<file path="config.mk">
export PLATFORM = sky130hd
export DESIGN_NAME = mem_port_arbiter
export DESIGN_NICKNAME = d
export VERILOG_FILES = /design/src/rtl/mem_port_arbiter.sv
export SDC_FILE = /design/constraint.sdc
export NUM_CORES = 1
export LEC_CHECK = 0
export ABC_CLOCK_PERIOD_IN_PS = 1800
export CORE_AREA = 2 2 212 214
export DETAILED_ROUTE_END_ITERATION = 16
export DIE_AREA = 0 0 214 216
export PLACE_DENSITY = 0.5
export SYNTH_ARGS = -nofsm -noshare
export SYNTH_HDL_FRONTEND = slang
export SYNTH_SLANG_ARGS = --single-unit
</file>
<file path="constraint.sdc">
create_clock -name clk -period 1.8 [get_ports clk]
set_clock_uncertainty 0.2 [all_clocks]
set_input_delay 0.45 -clock clk [delete_from_list [all_inputs] [get_ports clk]]
set_output_delay 0.45 -clock clk [all_outputs]
set_load 0.02 [all_outputs]
</file>
<file path="src/rtl/mem_port_arbiter.sv">
// Two-requester, single-port memory arbiter. Fetch (read-only) and
// load/store requesters share one downstream port, one transaction in flight.
module mem_port_arbiter #(
    parameter int ADDR_W = 64,
    parameter int DATA_W = 64
) (
    input  logic                clk,
    input  logic                rst,
    input  logic                i_req_valid,
    output logic                i_req_ready,
    input  logic [ADDR_W-1:0]   i_req_addr,
    output logic                i_resp_valid,
    input  logic                i_resp_ready,
    output logic [DATA_W-1:0]   i_resp_rdata,
    input  logic                d_req_valid,
    output logic                d_req_ready,
    input  logic                d_req_we,
    input  logic [ADDR_W-1:0]   d_req_addr,
    input  logic [DATA_W-1:0]   d_req_wdata,
    input  logic [DATA_W/8-1:0] d_req_wmask,
    output logic                d_resp_valid,
    input  logic                d_resp_ready,
    output logic [DATA_W-1:0]   d_resp_rdata,
    output logic                m_req_valid,
    input  logic                m_req_ready,
    output logic                m_req_we,
    output logic [ADDR_W-1:0]   m_req_addr,
    output logic [DATA_W-1:0]   m_req_wdata,
    output logic [DATA_W/8-1:0] m_req_wmask,
    input  logic                m_resp_valid,
    output logic                m_resp_ready,
    input  logic [DATA_W-1:0]   m_resp_rdata,
    output logic                busy,
    output logic                owner_d
);

    localparam int MASK_W = DATA_W / 8;

    typedef enum logic [1:0] {
        ST_IDLE = 2'd0,
        ST_REQ  = 2'd1,
        ST_WAIT = 2'd2,
        ST_RESP = 2'd3
    } state_t;

    state_t              state_q, state_d;
    logic                grant_q, grant_d;     // 1 = data port owns / owned last
    logic                we_q, we_d;
    logic [ADDR_W-1:0]   addr_q, addr_d;
    logic [DATA_W-1:0]   wdata_q, wdata_d;
    logic [MASK_W-1:0]   wmask_q, wmask_d;
    logic [DATA_W-1:0]   rdata_q, rdata_d;

    // Round-robin grant: on a tie the port not granted last wins. Depends only
    // on state and requester valids, never on downstream inputs.
    always_comb begin
        i_req_ready = 1'b0;
        d_req_ready = 1'b0;
        if (state_q == ST_IDLE) begin
            i_req_ready = i_req_valid && (!d_req_valid || grant_q);
            d_req_ready = d_req_valid && (!i_req_valid || !grant_q);
        end
    end

    // Next-state and latched-field logic.
    always_comb begin
        state_d = state_q;
        grant_d = grant_q;
        we_d    = we_q;
        addr_d  = addr_q;
        wdata_d = wdata_q;
        wmask_d = wmask_q;
        rdata_d = rdata_q;
        unique case (state_q)
            ST_IDLE: begin
                if (i_req_ready) begin
                    state_d = ST_REQ;
                    grant_d = 1'b0;
                    we_d    = 1'b0;
                    addr_d  = i_req_addr;
                    wdata_d = '0;
                    wmask_d = '0;
                end else if (d_req_ready) begin
                    state_d = ST_REQ;
                    grant_d = 1'b1;
                    we_d    = d_req_we;
                    addr_d  = d_req_addr;
                    wdata_d = d_req_wdata;
                    wmask_d = d_req_wmask;
                end
            end
            ST_REQ: begin
                if (m_req_ready) state_d = ST_WAIT;
            end
            ST_WAIT: begin
                if (m_resp_valid) begin
                    state_d = ST_RESP;
                    rdata_d = m_resp_rdata;
                end
            end
            ST_RESP: begin
                if (grant_q ? d_resp_ready : i_resp_ready) state_d = ST_IDLE;
            end
            default: state_d = ST_IDLE;
        endcase
    end

    // State and latched fields; reset drops any in-flight transaction.
    always_ff @(posedge clk) begin
        if (rst) begin
            state_q <= ST_IDLE;
            grant_q <= 1'b1;
            we_q    <= 1'b0;
            addr_q  <= '0;
            wdata_q <= '0;
            wmask_q <= '0;
            rdata_q <= '0;
        end else begin
            state_q <= state_d;
            grant_q <= grant_d;
            we_q    <= we_d;
            addr_q  <= addr_d;
            wdata_q <= wdata_d;
            wmask_q <= wmask_d;
            rdata_q <= rdata_d;
        end
    end

    // Outputs decode directly from registered state.
    always_comb begin
        m_req_valid  = (state_q == ST_REQ);
        m_resp_ready = (state_q == ST_WAIT);
        i_resp_valid = (state_q == ST_RESP) && !grant_q;
        d_resp_valid = (state_q == ST_RESP) && grant_q;
        i_resp_rdata = rdata_q;
        d_resp_rdata = rdata_q;
        m_req_we     = we_q;
        m_req_addr   = addr_q;
        m_req_wdata  = wdata_q;
        m_req_wmask  = wmask_q;
        busy         = (state_q != ST_IDLE);
        owner_d      = grant_q;
    end

endmodule

</file>
==> impl_metrics.xml, run 1 <==
<?xml version="1.0" encoding="UTF-8"?>
<metrics>
  <group name="clocking">
    <metric name="cts_hold_buf" unit="">0</metric>
    <metric name="cts_max_path_buffers" unit="">3</metric>
    <metric name="clkTransAtPathRegs" unit="ns">0.06</metric>
    <metric name="clkLatencyLatePin" unit="ns">0.53</metric>
    <metric name="h-tree-depth" unit="">1</metric>
    <metric name="ctsRootBufferMaster" unit="">clkbuf_16</metric>
    <metric name="cts_tree" unit="">done</metric>
    <metric name="cts_num_sinks" unit="">204</metric>
    <metric name="numCtsBuffers" unit="">26</metric>
  </group>
  <group name="sta">
    <metric name="finalWorstPathRequiredPeriod" unit="ns">2.13</metric>
    <metric name="postLayoutSetupSlackWorst" unit="ns">-0.331</metric>
    <metric name="fin_hold_ws" unit="ns">0.0632</metric>
    <metric name="timing.fmax" unit="MHz">469</metric>
    <metric name="hold_violations" unit="">0</metric>
    <metric name="setup_failing_eps_final" unit="">187</metric>
    <metric name="worst_slew_margin_rel" unit="">0.481</metric>
    <metric name="period_share" unit="">1.18</metric>
    <metric name="worst_slew_pin_slew" unit="ns">0.778</metric>
    <metric name="unrepaired_setup_endpoints_after_global_routing" unit="">true</metric>
    <metric name="timing_max_transition_violations_final" unit="">0</metric>
  </group>
  <group name="synth">
    <metric name="netlist_area" unit="µm²">8450</metric>
    <metric name="synthDistinctLibCells" unit="">27</metric>
    <metric name="synth_area_per_cell" unit="µm²">8.46</metric>
    <metric name="postSynthCellCount" unit="">999</metric>
    <metric name="synth.net_count" unit="">1277</metric>
    <metric name="seq_area_frac_synth" unit="">0.483</metric>
    <metric name="postSynthRegisterBits" unit="">204</metric>
    <metric name="count_of_synthesis_stage_warnings_from_yosys" unit="">0</metric>
  </group>
  <group name="cells_and_area">
    <metric name="utilization" unit="">0.323</metric>
    <metric name="antenna-diode-count" unit="">0</metric>
    <metric name="fin_nets" unit="">1739</metric>
    <metric name="multi_input_comb_area" unit="µm²">3540</metric>
    <metric name="nFillCells" unit="">4705</metric>
    <metric name="regArea" unit="µm²">4100</metric>
    <metric name="post_layout_nonfiller_instances" unit="">2073</metric>
    <metric name="flow.area_growth_from_synthesis" unit="%">67.5</metric>
    <metric name="drive_above_1_share" unit="">0.279</metric>
  </group>
  <group name="power">
    <metric name="total_power" unit="mW">19.1</metric>
    <metric name="power.ir.vdd_worst" unit="V">0.00125</metric>
    <metric name="power_density" unit="nW/µm²">1350</metric>
    <metric name="leakage" unit="nW">5.87</metric>
  </group>
  <group name="die">
    <metric name="initial_core_utilization" unit="">0.193</metric>
    <metric name="floorplan.die_area" unit="µm²">46200</metric>
    <metric name="placeableCoreArea" unit="µm²">43800</metric>
    <metric name="die_w" unit="µm">214</metric>
    <metric name="ios" unit="">546</metric>
    <metric name="die_y" unit="µm">216</metric>
    <metric name="rows" unit="">77</metric>
  </group>
  <group name="detailed_routing">
    <metric name="drt_pre_antenna_iters" unit="">5</metric>
    <metric name="dr_total_vias" unit="">9152</metric>
    <metric name="finalWirelength" unit="mm">36.6</metric>
    <metric name="avgViaCountPerCell" unit="">4.41</metric>
    <metric name="routed_wirelength_normalized_by_instance_count" unit="µm">17.6</metric>
    <metric name="drc" unit="">0</metric>
    <metric name="ant_nets" unit="">0</metric>
    <metric name="drt_first_iter_violations" unit="">398</metric>
  </group>
  <group name="grt">
    <metric name="grt_first_pass_wirelength" unit="mm">55.5</metric>
    <metric name="grt_use_met2" unit="">0.257</metric>
    <metric name="grt_pass1_vias" unit="">9153</metric>
    <metric name="top_usage_layer" unit="">met2</metric>
    <metric name="use_met1" unit="">0.178</metric>
    <metric name="gr-usage-met3" unit="">0.0499</metric>
    <metric name="grt_antenna_before_repair" unit="">0</metric>
    <metric name="groute.usage.overall" unit="">0.149</metric>
    <metric name="grt_start_max_net_pins" unit="">74</metric>
    <metric name="overflow" unit="">0</metric>
  </group>
  <group name="setup_path">
    <metric name="setup.worst_path.class" unit="">reg -&gt; reg</metric>
    <metric name="critical_path_peak_fanout" unit="">65</metric>
    <metric name="endpoint_kind" unit="">register</metric>
    <metric name="setup.worst_path.start_class" unit="">register</metric>
    <metric name="worst-endpoint-arrival" unit="ns">2.37</metric>
    <metric name="cp_data_required_time" unit="ns">2.04</metric>
  </group>
  <group name="placement">
    <metric name="placement.io_buffers" unit="">545</metric>
    <metric name="post_placement_cell_count" unit="">2022</metric>
    <metric name="gpl.final_weighted_congestion" unit="">0.831</metric>
    <metric name="dp_worst_setup_slack" unit="ns">-0.816</metric>
    <metric name="hpwlAfterDp" unit="mm">26.0</metric>
  </group>
  <group name="status">
    <metric name="failed_checks" unit="">negative setup slack</metric>
    <metric name="status" unit="">finished, violations left</metric>
  </group>
  <group name="flow_run">
    <metric name="maxCapViolCount" unit="">0</metric>
  </group>
  <group name="hold_path">
    <metric name="hp-class" unit="">in -&gt; reg</metric>
  </group>
</metrics>
==> registers in the layout, summed over array words and instances (netlist names) <==
signal        flops
m_req_wdata      64
state_q           2
m_req_addr       64
owner_d           1
m_req_we          1
d_resp_rdata     64
m_req_wmask       8
==> cells in the final DEF (no fill, tap or decap), types with 17 or more instances in the layout <==
cell type / netlist / routed
clkdlybuf4s50_1: 0 / 271
buf_2: 37 / 251
dfxtp_1: 204 / 193
nor2_1: 139 / 137
nand2_1: 131 / 118
a32oi_1: 73 / 73
nand3_1: 64 / 64
a311oi_1: 64 / 64
a21oi_1: 64 / 64
o21ai_0: 56 / 55
buf_4: 74 / 47
clkbuf_16: 0 / 27
buf_12: 0 / 17
==> metal layers <==
layer  vias up  part of all wire  routed length (µm)
met4         0             0.022                 797
met5         -                 0                   0
met3        40             0.087                3160
met2       398              0.48               17700
li1       4414                 -                   -
met1      4300              0.41               14900
==> synthesized netlist by cell type (all sizes together) <==
library cell | number | area (µm²)
nor2 | 139 | 522
mux2i | 3 | 30.0
o21ai | 65 | 325
nand2b | 3 | 18.8
nand3 | 64 | 320
inv | 3 | 11.3
a211o | 1 | 8.76
a311oi | 64 | 561
o21bai | 1 | 7.51
buf | 118 | 767
or2b | 1 | 7.51
a2111oi | 1 | 15.0
a32oi | 73 | 639
a21oi | 64 | 320
and2 | 4 | 25.0
ha | 5 | 62.6
o21a | 1 | 7.51
dfxtp | 204 | 4080
nor2b | 5 | 33.8
nand2 | 131 | 492
nor3b | 1 | 7.51
clkbuf | 48 | 185
==> worst max-delay path, stage by stage, from the launching register on <==
cell and delay [ns]:
dfxtp_2 0.34, inv_2 0.05, ha_4 0.18, nand2_4 0.08, buf_4 0.55, o21ai_0 0.23, a311oi_1 0.31
==> power breakdown <==
group / internal [mW] / total (mW) / leakage, nW / switching, mW
sequential: 5.49 / 6.05 / 1.67 / 0.556
combinational: 2.83 / 7.34 / 3.73 / 4.51
clock: 3.63 / 5.69 / 0.468 / 2.06
==> cell families after synthesis <==
logic type,share of synthesized area
AND/OR/NAND/NOR,0.169
buffers and inverters,0.114
adder cells (fa/ha/maj),0.00740
multiplexers,0.00355
flip-flops,0.483
AO/OA/AOI/OAI,0.223
==> path summary, 6_finish.rpt <==
check	cells past startpoint	slack, ns	end	startpoint
min	2	0.06	m_req_wdata[58]$_SDFFE_PP0P_	rst
max reg2reg	6	-0.33	m_req_addr[7]$_SDFFE_PP0P_	state_q[1]$_SDFFE_PP0P_
min reg2reg	2	0.26	d_resp_rdata[63]$_SDFFE_PP0P_	d_resp_rdata[63]$_SDFFE_PP0P_
max	6	-0.33	m_req_addr[7]$_SDFFE_PP0P_	state_q[1]$_SDFFE_PP0P_
==> metrics by stage <==
step	TNS (ns)	instance area, µm²
final	-22.08	14200
after global routing	-41.94	14200
after CTS	-18.82	14100
after detailed placement	-103.34	14400
after global placement	-97.25	14400
after floorplan	0	8490
==> area by class of cell <==
| cell class | instances | area share |
|---|---|---|
| Clock buffer | 40 | 0.0568 |
| Clock inverter | 8 | 0.00990 |
| Inverter | 3 | 0.000972 |
| Multi-Input combinational cell | 626 | 0.250 |
| Sequential cell | 204 | 0.290 |
| Tap cell | 592 | 0.0523 |
| Timing Repair Buffer | 600 | 0.340 |
==> timing repair <==
| action | CTS | global route |
|---|---|---|
| setup endpoints to repair | 447 | 233 |
| resized for setup | 1137 | 18 |
| hold endpoints to repair | 0 | 0 |
| pin swaps | 10 | 3 |
| buffers inserted | 2 | 1 |
No activity file was read; power rests on OpenSTA's default activity.
==> run 2, diff against run 1 <==
==> config.mk (replaced) <==
export PLATFORM = sky130hd
export DESIGN_NAME = mem_port_arbiter
export DESIGN_NICKNAME = d
export VERILOG_FILES = /design/src/rtl/mem_port_arbiter.sv
export SDC_FILE = /design/constraint.sdc
export NUM_CORES = 1
export LEC_CHECK = 0
export ABC_CLOCK_PERIOD_IN_PS = 2700
export CORE_AREA = 2 2 213 215
export DETAILED_ROUTE_END_ITERATION = 16
export DIE_AREA = 0 0 215 217
export PLACE_DENSITY = 0.48
export SYNTH_ARGS = -nofsm -noshare
export SYNTH_HDL_FRONTEND = slang
export SYNTH_SLANG_ARGS = --single-unit
==> constraint.sdc (replaced) <==
create_clock -name clk -period 2.7 [get_ports clk]
set_clock_uncertainty 0.2 [all_clocks]
set_input_delay 0.675 -clock clk [delete_from_list [all_inputs] [get_ports clk]]
set_output_delay 0.675 -clock clk [all_outputs]
set_load 0.1 [all_outputs]
==> impl_metrics.xml, run 2 (synthesis results as in run 1) <==
<?xml version="1.0" encoding="UTF-8"?>
<metrics>
  <group name="clocking">
    <metric name="cts_post_setup_buffers_inserted" unit="">0</metric>
    <metric name="cts_max_path_buffers" unit="">3</metric>
    <metric name="clkTransAtPathRegs" unit="ns">0.06</metric>
    <metric name="numCtsBuffers" unit="">26</metric>
    <metric name="cts_hold_buf" unit="">0</metric>
    <metric name="cts_tree" unit="">done</metric>
    <metric name="ctsRootBufferMaster" unit="">clkbuf_16</metric>
    <metric name="h-tree-depth" unit="">1</metric>
    <metric name="cts_num_sinks" unit="">204</metric>
    <metric name="clkLatencyLatePin" unit="ns">0.55</metric>
  </group>
  <group name="detailed_routing">
    <metric name="drt_first_iter_violations" unit="">552</metric>
    <metric name="ant_nets" unit="">0</metric>
    <metric name="dr_total_vias" unit="">9075</metric>
    <metric name="drt_pre_antenna_iters" unit="">6</metric>
    <metric name="avgViaCountPerCell" unit="">4.40</metric>
    <metric name="finalWirelength" unit="mm">36.6</metric>
    <metric name="routed_wirelength_normalized_by_instance_count" unit="µm">17.7</metric>
    <metric name="drc" unit="">0</metric>
  </group>
  <group name="flow_run">
    <metric name="maxCapViolCount" unit="">0</metric>
  </group>
  <group name="placement">
    <metric name="hpwlAfterDp" unit="mm">26.4</metric>
    <metric name="placement.io_buffers" unit="">545</metric>
    <metric name="gpl.final_weighted_congestion" unit="">0.834</metric>
  </group>
  <group name="power">
    <metric name="power_density" unit="nW/µm²">1190</metric>
    <metric name="net-switching-power" unit="mW">9.35</metric>
    <metric name="internal_power" unit="mW">8.01</metric>
    <metric name="pwr-share-clk" unit="">0.198</metric>
    <metric name="p_comb_frac" unit="">0.566</metric>
    <metric name="total_power" unit="mW">17.4</metric>
    <metric name="power.ir.vdd_worst" unit="V">0.000757</metric>
    <metric name="leakage" unit="nW">5.76</metric>
    <metric name="sequentialPowerShare" unit="">0.235</metric>
    <metric name="power_switching_share" unit="">0.539</metric>
  </group>
  <group name="setup_path">
    <metric name="worst-endpoint-arrival" unit="ns">1.73</metric>
    <metric name="cp_slowest_stage_delay" unit="ns">0.40</metric>
    <metric name="critical_path_peak_fanout" unit="">6</metric>
    <metric name="endpoint_kind" unit="">output pin</metric>
    <metric name="slowest_stage" unit="">dfxtp_1</metric>
    <metric name="cpLargestDelayFamily" unit="">buffers and inverters</metric>
    <metric name="setup.worst_path.start_class" unit="">register</metric>
    <metric name="setup.worst_path.class" unit="">reg -&gt; out</metric>
    <metric name="cp_num_buf_inv" unit="">4</metric>
    <metric name="critical_path.cell_chain" unit="">inv_2, ha_4, buf_4, inv_1, buf_12</metric>
    <metric name="cp_data_required_time" unit="ns">1.82</metric>
  </group>
  <group name="die">
    <metric name="die_y" unit="µm">217</metric>
    <metric name="initial_core_utilization" unit="">0.189</metric>
    <metric name="ios" unit="">546</metric>
    <metric name="rows" unit="">78</metric>
    <metric name="placeableCoreArea" unit="µm²">44700</metric>
    <metric name="die_w" unit="µm">215</metric>
    <metric name="floorplan.die_area" unit="µm²">46700</metric>
  </group>
  <group name="sta">
    <metric name="worst_slew_pin_slew" unit="ns">0.592</metric>
    <metric name="timing.fmax" unit="MHz">384</metric>
    <metric name="timing_max_transition_violations_final" unit="">0</metric>
    <metric name="period_share" unit="">0.966</metric>
    <metric name="worst_slew_margin_rel" unit="">0.606</metric>
    <metric name="unrepaired_setup_endpoints_after_global_routing" unit="">false</metric>
    <metric name="hold_violations" unit="">0</metric>
    <metric name="fin_hold_ws" unit="ns">0.273</metric>
    <metric name="setup_failing_eps_final" unit="">0</metric>
    <metric name="finalWorstPathRequiredPeriod" unit="ns">2.61</metric>
  </group>
  <group name="grt">
    <metric name="overflow" unit="">0</metric>
    <metric name="grt_first_pass_wirelength" unit="mm">54.9</metric>
    <metric name="grt_pass1_vias" unit="">8888</metric>
    <metric name="grt_start_max_net_pins" unit="">74</metric>
    <metric name="grt_antenna_before_repair" unit="">1</metric>
    <metric name="groute.usage.overall" unit="">0.148</metric>
  </group>
  <group name="status">
    <metric name="status" unit="">finished, final reports clean</metric>
  </group>
  <group name="cells_and_area">
    <metric name="fin_nets" unit="">1722</metric>
    <metric name="layout_common_cells" unit="">buf_4 (284), clkdlybuf4s50_1 (271), dfxtp_1 (203)</metric>
    <metric name="flow.area_growth_from_synthesis" unit="%">72.3</metric>
    <metric name="layout.cells.most_common" unit="">buf_4</metric>
    <metric name="drive_above_1_share" unit="">0.254</metric>
  </group>
  <group name="hold_path">
    <metric name="hp-class" unit="">reg -&gt; reg</metric>
  </group>
</metrics>
run 2: changes by cell type in the layout (fill, tap and decap cells not counted), moves of 3 or more:
cell | before | now
buf_2 | 251 | 0
buf_4 | 47 | 284
buf_6 | 12 | 1
buf_12 | 17 | 27
dfxtp_1 | 193 | 203
nand2_1 | 118 | 128
dfxtp_2 | 10 | 1
nand2_2 | 12 | 3
bufinv_16 | 4 | 1
clkbuf_8 | 8 | 5
clkinv_2 | 4 | 7
run 2: worst register-to-register path, delay by kind of cell (launching register included):
kind            cells  cell delay (ns)
simple gates        2             0.46
buf+inv             3             0.48
compound gates      1             0.27
fa+ha+maj           1             0.19
flops               1             0.35
run 2: final timing paths:
check / startpoint / end / slack, ns / cells past startpoint
worst min-delay path: d_resp_rdata[13]$_SDFFE_PP0P_ / d_resp_rdata[13]$_SDFFE_PP0P_ / 0.27 / 2
worst min register to register: d_resp_rdata[13]$_SDFFE_PP0P_ / d_resp_rdata[13]$_SDFFE_PP0P_ / 0.27 / 2
worst max register to register: state_q[1]$_SDFFE_PP0P_ / m_req_addr[14]$_SDFFE_PP0P_ / 0.65 / 7
worst max-delay path: state_q[1]$_SDFFE_PP0P_ / busy / 0.09 / 5
run 2: area by class of cell:
class | count | area, µm²
Inverter | 3 | 11.3
Multi-Input combinational cell | 626 | 3470
Sequential cell | 204 | 4090
Fill cell | 4692 | 30100
Tap cell | 600 | 751
Antenna cell | 1 | 2.50
Clock buffer | 38 | 767
Timing Repair Buffer | 583 | 5400
Clock inverter | 9 | 73.8
run 2: timing repair:
item                       CTS  global route
gates resized for setup      2             2
setup endpoints to repair    3             2
pin swaps                    0             0
run 2: per-stage QoR:
stage                util  setup TNS, ns  instance area [µm²]  setup WS, ns  std cells
finish              0.326              0                14600        0.0927       2064
detailed placement  0.307              0                13700         0.104       2016
global route        0.326              0                14600        0.0115       2063
global placement    0.307              0                13700        0.0699       2016
CTS                 0.326              0                14600       0.00899       2063
floorplan               -        -0.0973                 8470       -0.0973        999
run 2: power by group through the flow:
stage | Sequential, mW | Combinational, mW | Clock (mW)
global route | 4.17 | 10.2 | 3.70
finish | 4.08 | 9.84 | 3.44
detailed placement | 4.14 | 9.87 | 0
global placement | 4.13 | 9.86 | 0
CTS | 4.09 | 9.89 | 3.57
floorplan | 8.58 | 2.90 | 0
run 2: routing by layer:
layer  track usage  vias to the layer above  routed length (µm)
met3        0.0425                       72                2960
met5             0                        -                  13
li1              -                     4385                   -
met1         0.184                     4212               15300
met4        0.0503                        2                1250
met2         0.245                      404               17100
==> run 3, diff against run 2 <==
--- a/config.mk
+++ b/config.mk
@@ -13,3 +13,4 @@
 export SYNTH_ARGS = -nofsm -noshare
 export SYNTH_HDL_FRONTEND = slang
 export SYNTH_SLANG_ARGS = --single-unit
+export TNS_END_PERCENT = 30
==> impl_metrics.xml, run 3 (synthesis results as in run 1) <==
<?xml version="1.0" encoding="UTF-8"?>
<metrics>
  <group name="status">
    <metric name="status" unit="">finished, final reports clean</metric>
  </group>
  <group name="placement">
    <metric name="hpwlAfterDp" unit="mm">25.3</metric>
    <metric name="placedInstanceArea" unit="µm²">13500</metric>
    <metric name="placement.io_buffers" unit="">545</metric>
    <metric name="gpl.final_weighted_congestion" unit="">0.793</metric>
  </group>
  <group name="grt">
    <metric name="overflow" unit="">0</metric>
    <metric name="grt_antenna_before_repair" unit="">0</metric>
    <metric name="grt_start_max_net_pins" unit="">74</metric>
    <metric name="groute.usage.overall" unit="">0.143</metric>
    <metric name="grt_first_pass_wirelength" unit="mm">53.3</metric>
    <metric name="grt_pass1_vias" unit="">8810</metric>
  </group>
  <group name="cells_and_area">
    <metric name="layout_common_cells" unit="">buf_4 (282), clkdlybuf4s50_1 (271), dfxtp_1 (201)</metric>
    <metric name="fin_area" unit="µm²">14500</metric>
    <metric name="antenna-diode-count" unit="">0</metric>
    <metric name="layout.cells.most_common" unit="">buf_4</metric>
    <metric name="drive_above_1_share" unit="">0.249</metric>
    <metric name="flow.area_growth_from_synthesis" unit="%">71.2</metric>
    <metric name="fin_nets" unit="">1714</metric>
    <metric name="utilization" unit="">0.324</metric>
  </group>
  <group name="setup_path">
    <metric name="setup.worst_path.class" unit="">in -&gt; out</metric>
    <metric name="cp-startpoint" unit="">d_req_valid</metric>
    <metric name="timing.reg2reg.worst_path_depth" unit="">7</metric>
    <metric name="cp_slowest_stage_delay" unit="ns">0.49</metric>
    <metric name="critical_path.cell_chain" unit="">clkdlybuf4s50_1, nor2b_4, nor2_4, nor2_4, buf_12</metric>
    <metric name="slowest_stage" unit="">clkdlybuf4s50_1</metric>
    <metric name="critPathMostFrequentCell" unit="">nor2_4</metric>
    <metric name="worst-r2r-setup-slack" unit="ns">0.77</metric>
    <metric name="cpLargestDelayFamily" unit="">buffers and inverters</metric>
    <metric name="worst_r2r_startpoint" unit="">state_q[0]$_SDFFE_PP0P_</metric>
    <metric name="critical_path_peak_fanout" unit="">2</metric>
    <metric name="regToRegEndpoint" unit="">m_req_addr[12]$_SDFFE_PP0P_</metric>
    <metric name="cp_data_required_time" unit="ns">1.82</metric>
    <metric name="cp_num_buf_inv" unit="">2</metric>
    <metric name="setup.worst_path.start_class" unit="">primary input</metric>
    <metric name="endpoint_kind" unit="">output pin</metric>
    <metric name="worst-endpoint-arrival" unit="ns">1.75</metric>
  </group>
  <group name="detailed_routing">
    <metric name="drt_pre_antenna_iters" unit="">5</metric>
    <metric name="dr_total_vias" unit="">9024</metric>
    <metric name="ant_nets" unit="">0</metric>
    <metric name="finalWirelength" unit="mm">35.8</metric>
    <metric name="avgViaCountPerCell" unit="">4.40</metric>
    <metric name="routed_wirelength_normalized_by_instance_count" unit="µm">17.4</metric>
    <metric name="drt_first_iter_violations" unit="">509</metric>
    <metric name="drc" unit="">0</metric>
  </group>
  <group name="clocking">
    <metric name="clkTransAtPathRegs" unit="ns">0.06</metric>
    <metric name="ctsRootBufferMaster" unit="">clkbuf_16</metric>
    <metric name="clkLatencyLatePin" unit="ns">0.54</metric>
    <metric name="cts_max_path_buffers" unit="">3</metric>
    <metric name="cts_tree" unit="">done</metric>
    <metric name="h-tree-depth" unit="">1</metric>
    <metric name="numCtsBuffers" unit="">26</metric>
    <metric name="cts_num_sinks" unit="">204</metric>
  </group>
  <group name="hold_path">
    <metric name="hp-class" unit="">reg -&gt; reg</metric>
    <metric name="hold_path_end" unit="">d_resp_rdata[42]$_SDFFE_PP0P_</metric>
    <metric name="holdPathStages" unit="">2</metric>
    <metric name="min_from" unit="">d_resp_rdata[42]$_SDFFE_PP0P_</metric>
  </group>
  <group name="sta">
    <metric name="setup_failing_eps_final" unit="">0</metric>
    <metric name="worst_slew_pin_slew" unit="ns">0.469</metric>
    <metric name="worst_slew_margin_rel" unit="">0.687</metric>
    <metric name="unrepaired_setup_endpoints_after_global_routing" unit="">false</metric>
    <metric name="hold_violations" unit="">0</metric>
    <metric name="finalWorstPathRequiredPeriod" unit="ns">2.62</metric>
    <metric name="period_share" unit="">0.971</metric>
    <metric name="timing.fmax" unit="MHz">381</metric>
    <metric name="timing_max_transition_violations_final" unit="">0</metric>
  </group>
  <group name="die">
    <metric name="placeableCoreArea" unit="µm²">44700</metric>
    <metric name="rows" unit="">78</metric>
    <metric name="ios" unit="">546</metric>
    <metric name="die_y" unit="µm">217</metric>
    <metric name="initial_core_utilization" unit="">0.189</metric>
    <metric name="die_w" unit="µm">215</metric>
    <metric name="floorplan.die_area" unit="µm²">46700</metric>
  </group>
  <group name="power">
    <metric name="power_density" unit="nW/µm²">1210</metric>
    <metric name="leakage" unit="nW">5.71</metric>
    <metric name="power.ir.vdd_worst" unit="V">0.000781</metric>
  </group>
  <group name="flow_run">
    <metric name="maxCapViolCount" unit="">0</metric>
  </group>
</metrics>
==> run 3: per-layer routing <==
metal	vias to the layer above	share of wire	wire [µm]	track usage
met5	-	0	0	0
met4	0	0.021	766	0.0345
met3	42	0.073	2600	0.0376
met2	355	0.48	17200	0.247
met1	4269	0.43	15200	0.178
li1	4358	-	-	-
==> run 3: final cells by class <==
cell class                      count  area, µm²
Multi-Input combinational cell    626       3470
Tap cell                          600        751
Sequential cell                   204       4090
Timing Repair Buffer              575       5260
Fill cell                        4752      30200
Clock buffer                       40        785
Clock inverter                      5        100
Inverter                            3       11.3
==> run 3: through the flow <==
stage | TNS [ns] | hold slack, ns | total power, mW | setup slack, ns | instances
5_1_grt | 0 | 0.294 | 18.2 | 0.0103 | 2053
2_1_floorplan | -0.736 | 0.281 | 11.5 | -0.432 | 999
6_report | 0 | 0.271 | 17.5 | 0.0780 | 2053
3_3_place_gp | 0 | 0.261 | 13.9 | 0.0707 | 2006
3_5_place_dp | 0 | 0.267 | 13.9 | 0.0739 | 2006
4_1_cts | 0 | 0.275 | 17.7 | 0.00162 | 2053
==> run 3: worst min-delay path, stage by stage, from the launching register on <==
cell and delay, ns:
dfxtp_1 0.32, nand2_1 0.05, a21oi_1 0.05
==> run 3: worst max path at each step <==
stage / endpoint / slack [ns] / cells past startpoint
3_5_place_dp: d_req_ready / 0.07 / 5
5_1_grt: d_req_ready / 0.01 / 6
3_3_place_gp: d_req_ready / 0.07 / 5
4_1_cts: d_req_ready / 0.002 / 6
6_report: d_req_ready / 0.08 / 5
2_1_floorplan: d_req_ready / -0.43 / 5
==> run 3: timing repair <==
action,CTS,global route
gates resized for setup,4,3
pin swaps,1,1
hold buffers,0,0
endpoints found under the setup margin,3,3
setup buffers,2,0
==> run 3: report_power, final <==
group / internal [mW] / switching (mW)
clock: 2.26 / 1.36
combinational: 2.25 / 7.53
sequential: 3.66 / 0.422
